<file path="config.mk">
export PLATFORM = sky130hd
export DESIGN_NAME = cnt_iter
export DESIGN_NICKNAME = d
export VERILOG_FILES = /design/src/rtl/bmu_pkg.sv /design/src/rtl/cnt_chunk.sv /design/src/rtl/lzc.sv /design/src/rtl/popcnt.sv /design/src/rtl/cnt_iter.sv
export SDC_FILE = /design/constraint.sdc
export NUM_CORES = 1
export LEC_CHECK = 0
export CORE_UTILIZATION = 30
export DETAILED_ROUTE_END_ITERATION = 16
export PLACE_DENSITY = 0.5
export SLEW_MARGIN = 10
export SYNTH_ARGS = -nofsm -noshare
export SYNTH_HDL_FRONTEND = slang
export SYNTH_HIERARCHICAL = 1
export SYNTH_SLANG_ARGS = --single-unit
</file>
<file path="constraint.sdc">
create_clock -name clk -period 11.18 [get_ports clk]
set_input_delay 2.236 -clock clk [delete_from_list [all_inputs] [get_ports clk]]
set_output_delay 2.236 -clock clk [all_outputs]
set_load 0.02 [all_outputs]
</file>
<file path="src/rtl/bmu_pkg.sv">
`default_nettype none
// ============================================================================
// Module   : bmu_pkg
// Purpose  : Encodings shared by the BMU decoder and the iterative count unit.
//            cntop_t    - count operation select (CLZ/CTZ/CPOP, 11 reserved)
//            cntstate_t - control states of the iterative counter
// Revision : 1.0 - initial release
// ============================================================================
package bmu_pkg;

  typedef enum logic [1:0] {
    CLZ      = 2'b00,
    CTZ      = 2'b01,
    CPOP     = 2'b10,
    CNT_RSVD = 2'b11   // behaves as CPOP
  } cntop_t;

  typedef enum logic [1:0] {
    IDLE = 2'b00,
    RUN  = 2'b01,
    DONE = 2'b10
  } cntstate_t;

endpackage
`default_nettype wire

</file>
<file path="src/rtl/cnt_chunk.sv">
`default_nettype none
// ============================================================================
// Module   : cnt_chunk
// Purpose  : Per-chunk count for the iterative counter. Returns the leading
//            zero count (CLZ/CTZ; CTZ operands arrive bit-reversed) or the
//            population count (CPOP and the reserved code), plus a flag
//            that the chunk holds at least one set bit.
// Ports    : i_chunk [CHUNK-1:0]       - chunk under examination
//            i_op    [1:0]             - cntop_t operation
//            o_cnt   [$clog2(CHUNK):0] - selected count
//            o_nz                      - chunk is nonzero
// Revision : 1.0 - initial release
// ============================================================================
module cnt_chunk
  import bmu_pkg::*;
#(
  parameter int CHUNK = 8
) (
  input  logic [CHUNK-1:0]       i_chunk,
  input  logic [1:0]             i_op,
  output logic [$clog2(CHUNK):0] o_cnt,
  output logic                   o_nz
);

  localparam int CNT_W = $clog2(CHUNK) + 1;

  logic [CNT_W-1:0] w_lz;
  logic [CNT_W-1:0] w_pop;
  cntop_t           w_op;

  lzc #(.WIDTH(CHUNK)) u_lzc (
    .i_data (i_chunk),
    .o_cnt  (w_lz)
  );

  popcnt #(.WIDTH(CHUNK)) u_popcnt (
    .i_data (i_chunk),
    .o_cnt  (w_pop)
  );

  always_comb begin
    w_op  = cntop_t'(i_op);
    o_cnt = w_pop;
    if ((w_op == CLZ) || (w_op == CTZ)) begin
      o_cnt = w_lz;
    end
    o_nz = |i_chunk;
  end

endmodule
`default_nettype wire

</file>
<file path="src/rtl/lzc.sv">
`default_nettype none
// ============================================================================
// Module   : lzc
// Purpose  : Leading-zero count of a WIDTH-bit vector; all-zero input
//            returns WIDTH.
// Ports    : i_data [WIDTH-1:0]        - input vector
//            o_cnt  [$clog2(WIDTH):0]  - number of leading zeros
// Revision : 1.0 - initial release
// ============================================================================
module lzc #(
  parameter int WIDTH = 8
) (
  input  logic [WIDTH-1:0]       i_data,
  output logic [$clog2(WIDTH):0] o_cnt
);

  localparam int CNT_W = $clog2(WIDTH) + 1;

  // Ascending scan: the highest set bit is the last to overwrite o_cnt.
  always_comb begin
    o_cnt = CNT_W'(WIDTH);
    for (int i = 0; i < WIDTH; i++) begin
      if (i_data[i]) begin
        o_cnt = CNT_W'(WIDTH - 1 - i);
      end
    end
  end

endmodule
`default_nettype wire

</file>
<file path="src/rtl/popcnt.sv">
`default_nettype none
// ============================================================================
// Module   : popcnt
// Purpose  : Population count of a WIDTH-bit vector.
// Ports    : i_data [WIDTH-1:0]        - input vector
//            o_cnt  [$clog2(WIDTH):0]  - number of set bits
// Revision : 1.0 - initial release
// ============================================================================
module popcnt #(
  parameter int WIDTH = 8
) (
  input  logic [WIDTH-1:0]       i_data,
  output logic [$clog2(WIDTH):0] o_cnt
);

  localparam int CNT_W = $clog2(WIDTH) + 1;

  always_comb begin
    o_cnt = '0;
    for (int i = 0; i < WIDTH; i++) begin
      o_cnt = o_cnt + CNT_W'(i_data[i]);
    end
  end

endmodule
`default_nettype wire

</file>
<file path="src/rtl/cnt_iter.sv">
`default_nettype none
// ============================================================================
// Module   : cnt_iter
// Purpose  : Multi-cycle clz/ctz/cpop unit examining CHUNK bits per cycle,
//            with RV64 word-mode (32-bit) support and early termination of
//            clz/ctz at the first nonzero chunk.
// Ports    : clk    - core clock
//            reset  - asynchronous active-high reset
//            Start  - request, accepted in IDLE or DONE when Flush is low
//            Op     - cntop_t: 00 CLZ, 01 CTZ, 10/11 CPOP
//            W64    - word operation (ignored when WIDTH=32)
//            A      - operand, sampled on the accepting edge
//            Flush  - abort; blocks a same-cycle Start
//            Busy   - high while RUN
//            Done   - one-cycle pulse when Result is valid
//            Result - zero-extended count, held until the next Done
// Revision : 1.0 - initial release
// ============================================================================
module cnt_iter
  import bmu_pkg::*;
#(
  parameter int WIDTH = 64,
  parameter int CHUNK = 8
) (
  input  logic             clk,
  input  logic             reset,
  input  logic             Start,
  input  logic [1:0]       Op,
  input  logic             W64,
  input  logic [WIDTH-1:0] A,
  input  logic             Flush,
  output logic             Busy,
  output logic             Done,
  output logic [WIDTH-1:0] Result
);

  localparam int ACC_W    = $clog2(WIDTH) + 1;
  localparam int CNT_W    = $clog2(CHUNK) + 1;
  localparam int NCH_FULL = WIDTH / CHUNK;
  localparam int NCH_WORD = 32 / CHUNK;
  localparam int IDX_W    = $clog2(NCH_FULL) + 1;
  // Upper 32 bits set; all ones when WIDTH=32.
  localparam logic [WIDTH-1:0] TOP32_MASK = ~({WIDTH{1'b1}} >> 32);

  cntstate_t        state_q,  state_d;
  logic [WIDTH-1:0] opnd_q,   opnd_d;
  logic [ACC_W-1:0] acc_q,    acc_d;
  logic [IDX_W-1:0] idx_q,    idx_d;
  cntop_t           op_q,     op_d;
  logic             word_q,   word_d;
  logic [ACC_W-1:0] result_q, result_d;

  logic             w_word;
  logic             w_accept;
  logic [WIDTH-1:0] w_rev;
  logic [WIDTH-1:0] w_fwd_opnd;
  logic [WIDTH-1:0] w_rev_opnd;
  logic [CHUNK-1:0] w_chunk;
  logic [CNT_W-1:0] w_cnt;
  logic             w_nz;
  logic [IDX_W-1:0] w_last_idx;
  logic             w_fin;

  // Word mode only exists on a 64-bit datapath.
  assign w_word   = W64 && (WIDTH == 64);
  assign w_accept = Start && !Flush;
  assign w_chunk  = opnd_q[WIDTH-1 -: CHUNK];

  // Operand left-justification. A full bit reversal places A[31:0]
  // reversed in the upper half, so word-mode CTZ just masks the lower half.
  always_comb begin
    for (int i = 0; i < WIDTH; i++) begin
      w_rev[i] = A[WIDTH-1-i];
    end
    w_fwd_opnd = w_word ? (A << (WIDTH - 32)) : A;
    w_rev_opnd = w_word ? (w_rev & TOP32_MASK) : w_rev;
  end

  assign w_last_idx = word_q ? IDX_W'(NCH_WORD - 1) : IDX_W'(NCH_FULL - 1);

  cnt_chunk #(.CHUNK(CHUNK)) u_cnt_chunk (
    .i_chunk (w_chunk),
    .i_op    (op_q),
    .o_cnt   (w_cnt),
    .o_nz    (w_nz)
  );

  always_comb begin
    state_d  = state_q;
    opnd_d   = opnd_q;
    acc_d    = acc_q;
    idx_d    = idx_q;
    op_d     = op_q;
    word_d   = word_q;
    result_d = result_q;
    w_fin    = 1'b0;

    case (state_q)
      IDLE, DONE: begin
        if (w_accept) begin
          state_d = RUN;
          op_d    = cntop_t'(Op);
          word_d  = w_word;
          opnd_d  = (cntop_t'(Op) == CTZ) ? w_rev_opnd : w_fwd_opnd;
          acc_d   = '0;
          idx_d   = '0;
        end else begin
          state_d = IDLE;
        end
      end

      RUN: begin
        if (Flush) begin
          state_d = IDLE;
        end else begin
          opnd_d = opnd_q << CHUNK;
          idx_d  = idx_q + IDX_W'(1);
          if ((op_q == CLZ) || (op_q == CTZ)) begin
            if (w_nz) begin
              acc_d = acc_q + ACC_W'(w_cnt);
              w_fin = 1'b1;
            end else begin
              // All-zero operand accumulates to exactly EW at the last chunk.
              acc_d = acc_q + ACC_W'(CHUNK);
              w_fin = (idx_q == w_last_idx);
            end
          end else begin
            acc_d = acc_q + ACC_W'(w_cnt);
            w_fin = (idx_q == w_last_idx);
          end
          if (w_fin) begin
            result_d = acc_d;
            state_d  = DONE;
          end
        end
      end

      default: state_d = IDLE;
    endcase
  end

  always_ff @(posedge clk or posedge reset) begin
    if (reset) begin
      state_q  <= IDLE;
      opnd_q   <= '0;
      acc_q    <= '0;
      idx_q    <= '0;
      op_q     <= CLZ;
      word_q   <= 1'b0;
      result_q <= '0;
    end else begin
      state_q  <= state_d;
      opnd_q   <= opnd_d;
      acc_q    <= acc_d;
      idx_q    <= idx_d;
      op_q     <= op_d;
      word_q   <= word_d;
      result_q <= result_d;
    end
  end

  assign Busy   = (state_q == RUN);
  assign Done   = (state_q == DONE);
  assign Result = {{(WIDTH - ACC_W){1'b0}}, result_q};

endmodule
`default_nettype wire

</file>
After elaboration in Yosys (flattened, before gate mapping)
Index checks and enable logic that the tools add are counted.
{"block": "totals", "wordCells": 69, "input_bits": 71, "regBits": 87}
{"block": "op_classes", "bitwise_logic": 1, "mux": 32, "add_sub_neg": 10, "eq_ne": 8, "n_reduce_logical": 11}
{"operator": "two-way mux 64 bit", "n": 4}
{"operator": "case mux 64 bit (2 select lines)", "n": 1}
{"operator": "two-way mux 4 bit", "n": 11}
{"operator": "two-way mux 32 bit", "n": 1}
{"operator": "two-way mux 7 bit", "n": 4}
{"operator": "adder 4 x 1 -> 4 bit", "n": 4}
{"operator": "case mux 7 bit (2 select lines)", "n": 1}
{"operator": "case mux 4 bit (2 select lines)", "n": 1}
{"operator": "OR reduction 8 bit", "n": 1}
{"operator": "adder 7 x 4 -> 7 bit", "n": 1}
{"operator": "adder 7 x 4 -> 7 bit, second input constant", "n": 1}
{"operator": "== test 2 x 1 -> 1 bit, second input constant", "n": 3}
{"operator": "AND reduction 3 bit", "n": 2}
{"operator": "two-way mux 1 bit", "n": 5}
{"operator": "adder 3 x 1 -> 4 bit", "n": 1}
{"operator": "adder 4 x 1 -> 4 bit, second input constant", "n": 1}
{"operator": "== test 4 x 3 -> 1 bit", "n": 1}
{"operator": "logical NOT 2 bit", "n": 2}
{"operator": "two-way mux 2 bit", "n": 2}
{"operator": "!= test 2 bit, second input constant", "n": 2}
{"operator": "case mux 2 bit (2 select lines)", "n": 1}
{"operator": "adder 2 x 1 -> 3 bit", "n": 1}
{"operator": "two-way mux 3 bit", "n": 1}
{"operator": "!= test 3 x 2 -> 1 bit, second input constant", "n": 1}
{"operator": "other kinds (9)", "n": 9}

Longest topological paths before layout
{"block": "logic_depth", "ltp_word": 14, "depth_mapped": 17, "mapped_depth_nobuf": 17}

Cells and area by module
The synthesis kept the hierarchy.
{"mod": "cnt_iter", "n_inst": 1, "area_per_inst_um2": 5421.4, "seq_area_each_um2": 2177.1, "cells_each": 578}
{"mod": "popcnt", "n_inst": 1, "area_per_inst_um2": 190.2, "seq_area_each_um2": 0.0, "cells_each": 24}
{"mod": "lzc", "n_inst": 1, "area_per_inst_um2": 86.3, "seq_area_each_um2": 0.0, "cells_each": 14}
{"mod": "cnt_chunk", "n_inst": 1, "area_per_inst_um2": 61.3, "seq_area_each_um2": 0.0, "cells_each": 7}

Worst setup path before layout
OpenSTA, ideal clock, no wires.
{"block": "synth_path", "kind": "reg-to-reg", "start": "register opnd_q[56]", "end": "register result_q[6]", "t_arrival_ns": 4.116, "n_path_buf": 0, "stages_incl_launch_ff": 18, "setup_time_ns": 0.125, "setup_slack_ns": 6.939, "cell_sequence": "dfrtp_1 inv_1 fa_1 fa_1 fa_1 inv_1 ha_1 inv_1 fa_1 inv_1 mux2_2 inv_1 fa_1 nand2b_1 a21oi_1 o21ai_0 xnor2_1 mux2_4"}
{"block": "synth_via", "word_cells_on_any_way": 25, "cone_classes": "8 x add/sub; 15 x mux; 2 x reduce/logical"}
{"item": "from (decl)", "line": "cnt_iter.sv:46", "rtl": "logic [WIDTH-1:0] opnd_q, opnd_d;"}
{"item": "from (signal assigned)", "line": "cnt_iter.sv:153", "rtl": "opnd_q <= opnd_d;"}
{"item": "adder 1 x 1 -> 2 bit *", "line": "popcnt.sv:21", "rtl": "o_cnt = o_cnt + CNT_W'(i_data[i]);"}
{"item": "adder 2 x 1 -> 3 bit *", "line": "popcnt.sv:21"}
{"item": "adder 3 x 1 -> 4 bit *", "line": "popcnt.sv:21"}
{"item": "adder 4 x 1 -> 4 bit * (4 in a row)", "line": "popcnt.sv:21"}
{"item": "via u_cnt_chunk.w_pop[1]", "line": "cnt_chunk.sv:28", "rtl": "logic [CNT_W-1:0] w_pop;"}
{"item": "two-way mux 4 bit *", "line": "cnt_chunk.sv:44", "rtl": "if ((w_op == CLZ) || (w_op == CTZ)) begin"}
{"item": "via w_cnt[1]", "line": "cnt_iter.sv:59", "rtl": "logic [CNT_W-1:0] w_cnt;"}
{"item": "adder 7 x 4 -> 7 bit *", "line": "cnt_iter.sv:120, cnt_iter.sv:128"}
{"item": "two-way mux 7 bit", "line": "cnt_iter.sv:119", "rtl": "if (w_nz) begin"}
{"item": "two-way mux 7 bit *", "line": "cnt_iter.sv:118", "rtl": "if ((op_q == CLZ) || (op_q == CTZ)) begin"}
{"item": "to (signal assigned)", "line": "cnt_iter.sv:158", "rtl": "result_q <= result_d;"}
{"item": "to (decl)", "line": "cnt_iter.sv:51", "rtl": "logic [ACC_W-1:0] result_q, result_d;"}
The timed path passes the listed nets; every way through them passes the cells marked *. The select of a mux whose other input is x is not followed.
A chain may end at the register's enable or synchronous reset.

Worst setup path in the final report
Same ends and word-level chain as after synthesis.

==> results.md <==
* Final Critical Period at between 4 and 5 ns
* Worst reg2reg setup slack at around 6.6 ns
* IO Pins at approximately 140
* Max Fanout on Critical Path at 6
* Vias per cell at slightly below 5
* CP endpoint: result_q[6]
* Die width at around 140 um
* Met1 Usage GRT at 0.2211
* Post-DP HPWL at roughly 11000 um
* Leakage at 2.992 nW
* DRT antenna net count at 0
* Tot Pwr at roughly 0.0011 W
* Final period util at 0.4107
* Die Area at just under 20000 um^2
* HP Class: register to register
* Core area at 18710 um^2
* Multi-input logic area at around 3000 um^2
* Slowest stage delay, CP at around 0.56 ns
* Hold violation count in the final report at 0
* Pwr dens at between 150 and 200 nW/um^2
* Worst EP required at roughly 11 ns
* Unrepaired setup endpoints after global routing: no
* First DRT Iteration DRCs at 221
* Crit path launch: opnd_q[56]
* First-pass GRT wire length at between 20000 and 25000 um
* CP Buf/Inv Count at 5
* Syn. warnings at 6
* Initial core utilization at 0.3060
* Crit path max-delay family: adder cells
* Critical path class: register to register
* DR WL/cell at approximately 16 um
* Levels on crit path at 17
* Post-CTS setup buffers at 0
* Fillcell total at 1929
* Worst-path cell chain: inv_1 > fa_1 > fa_1 > fa_1 > inv_1 > ha_1 > inv_1 > fa_1 > inv_1 > mux2_2 > inv_1 > fa_1 > nand2b_1 > a21oi_1 > o21ai_0 > xnor2_1 > mux2_4
* Largest net degree at the start of global routing at slightly below 100
* RR Endpoint: result_q[6]
* Maxcap violations at 0
* Syn avg cell area at 9.246 um^2
* Synthesized area at between 5000 and 6000 um^2
* IO Port Bufs at between 70 and 80
* Critical Path AT at slightly below 5 ns
* Final Skew at roughly 0.011 ns
* CTS sink cnt at 86
* Setup TNS at 0 ns
* Number of global-route vias before repair at about 4400
* Rows at 50
* Total wire length at 14960 um
* Ratio of cells with drive above 1 in the final layout at 0.08997
* Worst vdd ir at around 0.00008 V
* Cell count after synthesis at ~620
* # resized after CTS at 0
* Nets@finish at between 700 and 800
* P&R area growth vs syn at 16.53%
* Register area at approximately 2200 um^2
* Worst slew pin tran at around 1.1 ns
* Grt ovf at 0
* Final setup viols at 0
* Slowest CP cell: fa_1
* Antenna diode count at 0
* Fin cells at 912
* Most common cell after layout, fill and taps aside: dfrtp_1
* Placed insts at 896
* GRT Total Usage at 0.1584
* Max Slew Vio Count at 0
* Outcome: finished, final reports clean
* Crit Reg-Reg Startpoint: opnd_q[56]
* Num CTS Buffers at 9
* Root buffer cell: clkbuf_16
* CP startpoint kind: register
* Max Fclk at ~220 MHz
* # DRC at 0
* CTS tree: yes
* Die Ht at 140.1 um
* Met2 usage at 0.2429
* Worst-path clk slew at approximately 0.07 ns
* # hold bufs at CTS at 0
* H-tree Lvls at 3
* Met3 Use GR at 0.03658
* Slew margin rel. at 0.2559
* Final Wtd Congestion at about 0.81
* Worst reg-to-reg path cell count at 17
* Drt pass-1 iters at 4
* Most used routing layer: met2
* Most frequent cells in the layout: 86 x dfrtp_1, 78 x clkdlybuf4s50_1, 72 x nor2_1
* Via count at approximately 4400
* Worst setup EP type: register
* Maximum clock path buffer count at 2
* Initial antenna violation count at 0
* Later-pin clock latency in the skew report at ~0.35 ns
## metal layers
metal  wire (um)  part of all wire
met5           0                 0
met4         217             0.015
met3         661             0.044
met2        6862              0.46
met1        7219              0.48
## area by class of cell
type                            instances  share of cell area
Clock inverter                          5            0.005066
Sequential cell                        86              0.3227
Timing Repair Buffer                   83              0.1223
Tap cell                              234             0.04390
Clock buffer                           11             0.03640
Multi-Input combinational cell        472              0.4572
Inverter                               21             0.01238
## tightest hold or removal path: stages, from the launching register on
cell,delay [ns]
dfrtp_1,0.34
nand2_1,0.05
o21ai_0,0.06
## where the power goes
| part | total (W) | switching, W | leakage [nW] | internal (W) |
|---|---|---|---|---|
| Sequential | 0.000443 | 0.0000584 | 1.08 | 0.000385 |
| Clock | 0.000284 | 0.000128 | 0.132 | 0.000157 |
| Combinational | 0.000419 | 0.000231 | 1.78 | 0.000188 |
| Total | 0.00115 | 0.000417 | 2.99 | 0.000729 |
## per-stage QoR
step                utilization  hold WS [ns]  cell area [um^2]  setup slack (ns)
floorplan                     -        0.4498              5933             6.722
global placement         0.3417        0.4634              6392             6.461
detailed placement       0.3417        0.4727              6392             6.465
CTS                      0.3565        0.4865              6669             6.566
global route             0.3565        0.4964              6669             6.306
finish                   0.3565        0.4804              6669             6.589
## state kept, by name, indices dropped and copies added, names as in the netlist
| register | count |
|---|---|
| acc_q | 7 |
| idx_q | 4 |
| op_q | 1 |
| opnd_q | 64 |
| result_q | 7 |
| state_q | 2 |
| word_q | 1 |
## how the worst min path moves through the flow
| stage | start | endpoint | cells past startpoint |
|---|---|---|---|
| floorplan | opnd_q[0] | opnd_q[0] | 2 |
| global placement | opnd_q[38] | opnd_q[38] | 2 |
| detailed placement | opnd_q[6] | opnd_q[6] | 2 |
| CTS | opnd_q[6] | opnd_q[6] | 2 |
| global route | opnd_q[0] | opnd_q[0] | 2 |
| finish | result_q[5] | result_q[5] | 2 |
Note: power is estimated with default switching activity, not from simulation.
